===== config.mk =====
export PLATFORM = sky130hd
export DESIGN_NAME = uart_rx_fifo_flat
export DESIGN_NICKNAME = d
export VERILOG_FILES = /design/src/rtl/uart_rx_fifo_if.sv /design/src/rtl/uart_rx_fifo.sv /design/src/flat_wrapper.sv
export SDC_FILE = /design/constraint.sdc
export NUM_CORES = 1
export LEC_CHECK = 0
export ABC_AREA = 1
export CAP_MARGIN = 25
export CORE_MARGIN = 5
export CORE_UTILIZATION = 45
export CTS_BUF_LIST = sky130_fd_sc_hd__clkbuf_2 sky130_fd_sc_hd__clkbuf_4 sky130_fd_sc_hd__clkbuf_8
export DETAILED_ROUTE_END_ITERATION = 12
export PLACE_DENSITY = 0.63
export SLEW_MARGIN = 20
export SYNTH_ARGS = -nofsm -noshare
export SYNTH_HDL_FRONTEND = slang
export SYNTH_SLANG_ARGS = --single-unit

===== constraint.sdc =====
create_clock -name I_clk -period 4.5 [get_ports I_clk]
set_input_delay 1.125 -clock I_clk [delete_from_list [all_inputs] [get_ports I_clk]]
set_output_delay 1.125 -clock I_clk [all_outputs]
set_load 0.01 [all_outputs]

===== src/rtl/uart_rx_fifo_if.sv =====
// uart_rx_fifo_if: bundles the receive-FIFO strobes, head byte and status.
// The FIFO uses the slave modport. The receiver and bus-decoder side uses
// the master modport.
interface uart_rx_fifo_if;
  logic        I_push;
  logic [7:0]  I_data;
  logic        I_pop;
  logic        I_clear_overflow;
  logic [7:0]  O_data;
  logic        O_empty;
  logic        O_full;
  logic [7:0]  O_count;
  logic        O_overflow;
  logic [15:0] O_status;

  modport master (
    output I_push, I_data, I_pop, I_clear_overflow,
    input  O_data, O_empty, O_full, O_count, O_overflow, O_status
  );

  modport slave (
    input  I_push, I_data, I_pop, I_clear_overflow,
    output O_data, O_empty, O_full, O_count, O_overflow, O_status
  );
endinterface


===== src/rtl/uart_rx_fifo.sv =====
// uart_rx_fifo: show-ahead byte FIFO between uart_rx and the bus decoder.
// The depth is 2**DEPTH_LOG2. The pointers carry one extra MSB so that a
// full FIFO can be told apart from an empty one.
// Optional build macro UART_RX_FIFO_OVERFLOW_EN builds the sticky overflow
// flag. Without it, O_overflow and status bit 2 read 0 and I_clear_overflow
// is ignored. A push while full is dropped in both builds.
module uart_rx_fifo #(
  parameter int DEPTH_LOG2 = 4
) (
  input  logic           I_clk,
  input  logic           I_reset,
  uart_rx_fifo_if.slave  bus
);
  localparam int             PW       = DEPTH_LOG2 + 1;
  localparam int             DEPTH    = 1 << DEPTH_LOG2;
  localparam logic [PW-1:0]  PTR_ONE  = PW'(1);

  logic [7:0]    mem_q [DEPTH];
  logic [PW-1:0] wr_ptr_q, wr_ptr_d;
  logic [PW-1:0] rd_ptr_q, rd_ptr_d;
  logic [PW-1:0] count;
  logic          empty, full;
  logic          push_acc, pop_acc, overflow_event;
  logic          overflow;

  // Occupancy decode and the accept conditions for push and pop.
  always_comb begin
    count    = wr_ptr_q - rd_ptr_q;
    empty    = (wr_ptr_q == rd_ptr_q);
    full     = (wr_ptr_q[DEPTH_LOG2-1:0] == rd_ptr_q[DEPTH_LOG2-1:0]) &&
               (wr_ptr_q[DEPTH_LOG2] != rd_ptr_q[DEPTH_LOG2]);
    pop_acc  = bus.I_pop && !empty;
    // A pop in the same cycle frees a slot, so a push into a full FIFO is still accepted.
    push_acc = bus.I_push && (!full || pop_acc);
    overflow_event = bus.I_push && full && !pop_acc;
  end

  // Next pointer values.
  always_comb begin
    // NOTE: every always_comb output gets a default first, so no path can infer a latch.
    wr_ptr_d = wr_ptr_q;
    rd_ptr_d = rd_ptr_q;
    if (push_acc) wr_ptr_d = wr_ptr_q + PTR_ONE;
    if (pop_acc)  rd_ptr_d = rd_ptr_q + PTR_ONE;
  end

  // Pointer registers. Reset discards all buffered bytes.
  always_ff @(posedge I_clk) begin
    // NOTE: sequential state uses non-blocking assignments, so every flop samples pre-edge values.
    if (I_reset) begin
      wr_ptr_q <= '0;
      rd_ptr_q <= '0;
    end else begin
      wr_ptr_q <= wr_ptr_d;
      rd_ptr_q <= rd_ptr_d;
    end
  end

  // Storage array write.
  // NOTE: the array has no reset. Bytes that the pointers do not cover are never observed.
  always_ff @(posedge I_clk) begin
    if (!I_reset && push_acc) mem_q[wr_ptr_q[DEPTH_LOG2-1:0]] <= bus.I_data;
  end

`ifdef UART_RX_FIFO_OVERFLOW_EN
  logic overflow_q, overflow_d;

  // Sticky overflow flag. When a set and a clear arrive in the same cycle, the set wins.
  always_comb begin
    overflow_d = overflow_q;
    if (bus.I_clear_overflow) overflow_d = 1'b0;
    if (overflow_event)       overflow_d = 1'b1;
  end

  // Overflow flag register.
  always_ff @(posedge I_clk) begin
    if (I_reset) overflow_q <= 1'b0;
    else         overflow_q <= overflow_d;
  end

  assign overflow = overflow_q;
`else
  logic unused_overflow_inputs;
  assign unused_overflow_inputs = bus.I_clear_overflow ^ overflow_event;
  assign overflow = 1'b0;
`endif

  assign bus.O_data     = empty ? 8'h00 : mem_q[rd_ptr_q[DEPTH_LOG2-1:0]];
  assign bus.O_empty    = empty;
  assign bus.O_full     = full;
  assign bus.O_count    = 8'(count);
  assign bus.O_overflow = overflow;
  assign bus.O_status   = {8'(count), 5'b0, overflow, full, ~empty};
endmodule


===== src/flat_wrapper.sv =====
// flat-port wrapper written by rule: the top's interface ports become plain ports
module uart_rx_fifo_flat 
#(
  parameter int DEPTH_LOG2 = 4
)
  (I_clk, I_reset, bus_I_push, bus_I_data, bus_I_pop, bus_I_clear_overflow, bus_O_data, bus_O_empty, bus_O_full, bus_O_count, bus_O_overflow, bus_O_status);
  uart_rx_fifo_if bus_i ();
  input  logic I_clk;
  input  logic I_reset;
  input wire logic [$bits(bus_i.I_push)-1:0] bus_I_push;
  input wire logic [$bits(bus_i.I_data)-1:0] bus_I_data;
  input wire logic [$bits(bus_i.I_pop)-1:0] bus_I_pop;
  input wire logic [$bits(bus_i.I_clear_overflow)-1:0] bus_I_clear_overflow;
  output wire logic [$bits(bus_i.O_data)-1:0] bus_O_data;
  output wire logic [$bits(bus_i.O_empty)-1:0] bus_O_empty;
  output wire logic [$bits(bus_i.O_full)-1:0] bus_O_full;
  output wire logic [$bits(bus_i.O_count)-1:0] bus_O_count;
  output wire logic [$bits(bus_i.O_overflow)-1:0] bus_O_overflow;
  output wire logic [$bits(bus_i.O_status)-1:0] bus_O_status;
  assign bus_i.I_push = bus_I_push;
  assign bus_i.I_data = bus_I_data;
  assign bus_i.I_pop = bus_I_pop;
  assign bus_i.I_clear_overflow = bus_I_clear_overflow;
  assign bus_O_data = bus_i.O_data;
  assign bus_O_empty = bus_i.O_empty;
  assign bus_O_full = bus_i.O_full;
  assign bus_O_count = bus_i.O_count;
  assign bus_O_overflow = bus_i.O_overflow;
  assign bus_O_status = bus_i.O_status;
  uart_rx_fifo #(.DEPTH_LOG2(DEPTH_LOG2)) u_core (.I_clk(I_clk), .I_reset(I_reset), .bus(bus_i));
endmodule

# == Word-level counts from Yosys, hierarchy flattened ==
# Memory sizes are Yosys's and may differ from the RTL's. A register that Yosys moved wholly into a read port is not among the register bits.
# Cells that the tools add are included.
# op_classes
add_sub_neg,3
eq_ne,3
mux,5
bitwise_logic,1
n_reduce_logical,8
# ops
cell,count
"adder 5 x 1 -> 5 bit, second input constant",2
2-to-1 mux 4 bit,2
2-to-1 mux 8 bit,1
equality test 5 bit,1
subtractor 5 bit,1
equality test 4 bit,1
logical AND 1 bit,4
logical NOT 1 bit,3
2-to-1 mux 1 bit,2
logical OR 1 bit,1
inequality test 1 bit,1
NOT 1 bit,1
# totals
regBits,10
ramBits,128
inputBits,13
output_inout_bits,35
word_cells,23
mem_count,1
# memory_table
name,depth,word_bits,rd,rd_clocked_by_memory_dff,write_ports,line_no,source
u_core.mem_q,16,8,1,1,1,uart_rx_fifo.sv:18,logic [7:0] mem_q [DEPTH];

# == Depth between registers and ports, before layout ==
# Gate-level depths: netlist (run 1).
# logic_depth
depth_word,8
ltp_mapped,10
mapped_depth_nobuf,9

# == Worst setup path before layout (run 1) ==
# Ideal clock, no wire load.
# synth_path
path_kind,flip-flop to output port
start,register u_core.wr_ptr_q[0]
end,output port bus_O_status[12]
arrival_time_ps,1723
required_time_ps,3375
setup_slack_ps,1652
path_stages_with_launch,7
n_path_buf,1
path_cell_list,dfxtp_1 inv_1 ha_1 fa_1 o21ai_0 xor2_1 buf_4
# synth_via
elab_chain_cells,1
# synth_rtl
element,line_no,source
start: declaration,uart_rx_fifo.sv:19,"logic [PW-1:0] wr_ptr_q, wr_ptr_d;"
start signal: assignment,uart_rx_fifo.sv:54,wr_ptr_q <= wr_ptr_d;
subtractor 5 bit,uart_rx_fifo.sv:28,count = wr_ptr_q - rd_ptr_q;
end: declaration,flat_wrapper.sv:19,output wire logic [$bits(bus_i.O_status)-1:0] bus_O_status;
# Every way passes these cells.

# == Worst setup path after layout (run 1) ==
# layout_path
start,register u_core.wr_ptr_q[2]
end,output port bus_O_data[4]
# layout_via
elab_chain_cells,2
# layout_rtl
element,line_no,source
equality test 5 bit,uart_rx_fifo.sv:29,empty = (wr_ptr_q == rd_ptr_q);
2-to-1 mux 8 bit,uart_rx_fifo.sv:88,assign bus.O_data = empty ? 8'h00 : mem_q[rd_ptr_q[DEPTH_LOG2-1:0]];
end: declaration,flat_wrapper.sv:14,output wire logic [$bits(bus_i.O_data)-1:0] bus_O_data;
# Every way passes these cells.

==> results of run 1 <==
## critical path, stage by stage, from the launching register on
cell and delay, ns:
dfxtp_1 0.49, ha_1 0.35, nand2_1 0.10, nor2_1 0.05
nand2_1 0.12, clkinv_1 0.29, a21oi_1 0.33, clkdlybuf4s50_1 0.61
## where the power goes
| group | leakage [nW] | internal, W | switching, W | total, W |
|---|---|---|---|---|
| Clock | 0.208 | 0.000523 | 0.000441 | 0.000964 |
| Sequential | 1.27 | 0.00145 | 0.0000119 | 0.00147 |
| Combinational | 1.11 | 0.000234 | 0.000363 | 0.000597 |
## flip-flops by register name (all words and copies together) (netlist names), named ones only
signal / count
u_core.mem_q: 128
u_core.rd_ptr_q: 5
u_core.wr_ptr_q: 5
## synth_stat cells
library cell | number | area (um^2)
a21oi_1 | 18 | 90.1
buf_1 | 2 | 7.51
buf_2 | 12 | 60.1
buf_4 | 19 | 143
buf_8 | 1 | 15.0
clkbuf_1 | 11 | 41.3
clkinv_1 | 1 | 3.75
conb_1 | 1 | 3.75
dfxtp_1 | 14 | 280
edfxtp_1 | 128 | 3840
fa_1 | 1 | 20.0
ha_1 | 9 | 113
inv_1 | 17 | 63.8
inv_2 | 1 | 3.75
inv_4 | 1 | 6.26
nand2_1 | 193 | 724
nand2_2 | 1 | 6.26
nand2_4 | 3 | 33.8
nand3_1 | 103 | 515
nand3b_1 | 2 | 15.0
nand4_1 | 1 | 6.26
nor2_1 | 25 | 93.8
nor2_4 | 1 | 11.3
nor3_1 | 1 | 5.00
o21ai_0 | 5 | 25.0
xnor2_1 | 2 | 17.5
xnor2_2 | 1 | 16.3
xor2_1 | 5 | 43.8
## final timing paths
check,slack [ns],to,cells past startpoint,from
setup / recovery,0.60,bus_O_data[4],7,u_core.wr_ptr_q[2]
hold / removal,0.53,u_core.wr_ptr_q[4],2,u_core.wr_ptr_q[4]
setup reg to reg,1.93,u_core.mem_q[11][3],9,u_core.wr_ptr_q[0]
hold reg to reg,0.53,u_core.wr_ptr_q[4],2,u_core.wr_ptr_q[4]
## cells by family after synthesis
kind of cell,share of synthesized area (%)
compound gates,1.85
xor+xnor,1.25
fa+ha+maj,2.14
buf+inv,5.54
flops,66.4
other cells,0.0604
simple gates,22.7
## per-layer routing
metal	vias to the layer above	part of all wire, %
met3	16	6.0
met2	122	47
li1	2003	-
met5	-	0
met1	1909	46
met4	0	1.1
## through the flow
stage               hold slack (ns)  setup slack, ns  power (W)  utilization, %  area (um^2)
floorplan                     0.485             1.65    0.00186               -         6250
global placement              0.520             1.10    0.00208            48.3         6630
global route                  0.565            0.331    0.00317            51.1         7010
CTS                           0.536            0.553    0.00305            51.1         7010
finish                        0.529            0.595    0.00303            51.1         7010
detailed placement            0.525             1.07    0.00209            48.3         6630
## layout by cell type, fill, tap and decap left out, types with 2 or more instances in the layout
master / count
a21oi_1: 18
buf_4: 9
clkbuf_4: 5
clkbuf_8: 21
clkdlybuf4s50_1: 33
clkinv_2: 4
conb_1: 13
dfxtp_1: 13
edfxtp_1: 128
ha_1: 9
inv_1: 17
inv_4: 2
nand2_1: 193
nand2_4: 3
nand3_1: 103
nand3b_1: 2
nor2_1: 25
o21ai_0: 5
xnor2_1: 2
xor2_1: 5
## cell type report
class | count | area [um^2]
Sequential cell | 142 | 4130
Tap cell | 180 | 225
Timing Repair Buffer | 43 | 418
Clock buffer | 26 | 327
Inverter | 20 | 77.6
Clock inverter | 6 | 56.3
Multi-Input combinational cell | 384 | 1790
Fill cell | 1237 | 6710
==> run metrics, run 1 <==
vias in the first global route=3,886; static leakage=2.59 nW; grt met1 use=24.4%; Hold WC Path Type=reg -> reg; Starting Density=45.3%; Final Max Slew Viols=0; crit end category=output port; nets=631; total gr overflow=0; placed instance count=769; Final ANT Viol Nets=0; Yosys Warn Count=0; maximum root-to-sink buffer count=2; status=complete, no violations; Layout area overhead=13.0%; #FFs+latches synth=142; Fmax=256 MHz; DRT Pass-1 Iters=5; register clock-pin slew on the reported worst setup and hold paths=0.07 ns; Port Buf Inserts=33; Inserted Diodes=0; Remaining DRCs=0; Final period util=86.8%; Layout Cells excl Fill=801; # Max-Cap Violations=0; CP Max Fanout=9; htree depth=4; Slew HR=36.4%; RSZ-0062 raised after global routing=false; gr busiest metal=met2; chip height=127 um; num rows=43; cell count after synthesis=579; Vias/cell=5.06; # resized after CTS=0; met2 usage=26.9%; WS Path Type=reg -> out; Arrival @ worst endpoint=2.78 ns; Avg Inst Size Synth=10.7 um^2; met3 Use GR=5.77%; clk sink count=142; initial antenna violation count=0; CTS buffer count=17; Startpoint Class=flip-flop; Root Driver=clkbuf_8; Post-Synthesis Cell Area=6210 um^2; routed len/inst=16.8 um; Worst-Skew Late Latency=0.45 ns; hpwl dp=8150 um; Clock Skews=0.00989 ns; Die ar.=16,200 um^2; # IOs=48; Min Clock Period, post-route=3.90 ns; Peak VDD IR=0.000189 V; Hold Buf Count CTS=0; power per cell area=431 nW/um^2; post-synth cell types=28; DRT iter0 DRCs=320; setup TNS=0 ns; gpl congestion=0.813; layout cells sized above 1=8.21%; core area=13,700 um^2; Final setup viols=0; Via Count=4,050; register area share after synthesis=66.4%; largest net degree at the start of global routing=66; Final Hold Violating Endpoints=0; Worst Tran Pin Value=0.951 ns; CTS tree=built; Die X=127 um; Crit path required time=3.38 ns; gr usage total=17.7%; Routed WL=13,500 um; post-CTS setup buffers=0; global-route wire length before repair=21,400 um
Note: power is estimated with default switching activity, not from simulation.
==> inputs of run 2 (changes only) <==
--- a/config.mk
+++ b/config.mk
@@ -11,7 +11,8 @@
 export CORE_UTILIZATION = 45
 export CTS_BUF_LIST = sky130_fd_sc_hd__clkbuf_2 sky130_fd_sc_hd__clkbuf_4 sky130_fd_sc_hd__clkbuf_8
 export DETAILED_ROUTE_END_ITERATION = 12
-export PLACE_DENSITY = 0.63
+export DONT_BUFFER_PORTS = 1
+export PLACE_DENSITY = 0.59
 export SLEW_MARGIN = 20
 export SYNTH_ARGS = -nofsm -noshare
 export SYNTH_HDL_FRONTEND = slang
==> run 2 against run 1 <==
Effect of this change: register-to-register slack got worse by 0.02 ns; design area decreased by 4.8%; flip-flop and latch count unchanged; via count decreased by 5.5%; utilization decreased by 2.5 points; clock skew decreased by 0.0016 ns; setup slack improved by 0.30 ns; critical path depth decreased by 1; non-clock buffer count decreased by 39; clock power increased by 10%; first-iteration DRC count increased by 0.63%; highest routed layer unchanged.
==> run metrics, run 2 (synthesized netlist as in run 1, its figures left out) <==
DR top layer=met4; fillers=1,243; # Max-Cap Violations=0; Routed WL=12,600 um; Metal-1 WL=5380 um; # resized after CTS=0; Root Driver=clkbuf_8; global-route wire length before repair=20,000 um; Die ar.=16,200 um^2; Fmax=278 MHz; Worst-Skew Late Latency=0.43 ns; Arrival @ worst endpoint=2.48 ns; DRT iter0 DRCs=322; Starting Density=45.3%; Slew HR=36.9%; Min Clock Period, post-route=3.60 ns; Multi-input gate area=1790 um^2; # IOs=48; Hold WC Path Type=reg -> reg; crit end category=output port; Port Buf Inserts=0; Clock Skews=0.00826 ns; Via Count=3,828; power per cell area=444 nW/um^2; Vias/cell=5.02; CP Max Fanout=9; pre-CTS WS=1.32 ns; routed length on met3=833 um; core area=13,700 um^2; Final ANT Viol Nets=0; Worst Tran Pin Value=0.943 ns; DRT Pass-1 Iters=4; commonest non-fill, non-tap cell in the layout=nand2_1; Final Max Slew Viols=0; Final setup viols=0; gr usage total=16.4%; placed cell areas=6240 um^2; layout cells sized above 1=7.90%; CTS buffer count=17; routed len/inst=16.5 um; Hold Buf Count CTS=0; Remaining DRCs=0; status=complete, no violations; nets=592; maximum root-to-sink buffer count=2; max FFs per register=128; htree depth=4; gpl congestion=0.799; final instance area=6680 um^2; Die X=127 um; chip height=127 um; initial antenna violation count=0; hpwl dp=7750 um; clk sink count=142; WS Path Type=reg -> out; Layout area overhead=7.52%; RSZ-0062 raised after global routing=false; register clock-pin slew on the reported worst setup and hold paths=0.07 ns; Final Hold Violating Endpoints=0; Crit path required time=3.38 ns; num rows=43; total gr overflow=0; commonest non-fill, non-tap cells in the layout=193 x nand2_1, 128 x edfxtp_1, 103 x nand3_1; post-CTS setup buffers=0; Peak VDD IR=0.000157 V; vias in the first global route=3,784; Inserted Diodes=0; static leakage=2.45 nW; Met2 Wirelength=6320 um; PnR worst setup slack=0.899 ns; Final period util=80.0%; largest net degree at the start of global routing=65; register area=4130 um^2; CTS tree=built; setup TNS=0 ns; Startpoint Class=flip-flop
[run 2: changes by cell type in the layout (fill, tap and decap cells not counted), moves of 3 or more]
cell / change
clkbuf_8: +3
buf_4: -5
clkinv_2: -3
clkdlybuf4s50_1: -33
[run 2: through the flow]
step	utilization (%)	total power, W	std cells	hold slack, ns
after global routing	48.7	0.00311	762	0.564
after CTS	48.7	0.00300	762	0.546
after global placement	45.5	0.00193	730	0.519
after detailed placement	45.5	0.00194	730	0.534
final	48.7	0.00297	762	0.536
after floorplan	-	0.00186	591	0.485
[run 2: metal layers]
metal | up-vias | global-route usage [%]
met5 | - | 0
met3 | 4 | 4.68
met2 | 95 | 27.1
met1 | 1813 | 20.1
met4 | 0 | 7.00
li1 | 1916 | -
[run 2: final timing paths]
check             cells after the start                 end  slack (ns)          startpoint
hold / removal                        2  u_core.wr_ptr_q[4]        0.54  u_core.wr_ptr_q[4]
setup / recovery                      6       bus_O_data[6]        0.90  u_core.wr_ptr_q[2]
setup reg to reg                      9  u_core.mem_q[1][6]        1.91  u_core.wr_ptr_q[0]
hold reg to reg                       2  u_core.wr_ptr_q[4]        0.54  u_core.wr_ptr_q[4]
[run 2: worst max-delay path: stages (launching register included)]
cell and delay, ns:
dfxtp_1 0.52, ha_1 0.35, nand2_1 0.10, nor2_1 0.05, nand2_1 0.19, clkinv_1 0.37, a21oi_1 0.46
[run 2: final cells by class]
cell class / count / share of cell area, %
inverter: 20 / 1.16
multi-input combinational: 384 / 26.7
tap: 180 / 3.37
clock buffer: 28 / 5.40
sequential: 142 / 61.8
timing repair buffer: 4 / 0.450
clock inverter: 4 / 1.07
[run 2: where the power goes]
part	switching [W]	leakage, nW	total (W)	internal, W
clock	0.000442	0.228	0.00106	0.000622
combinational	0.000320	0.957	0.000437	0.000117
sequential	0.0000126	1.27	0.00147	0.00145
total	0.000775	2.45	0.00297	0.00219
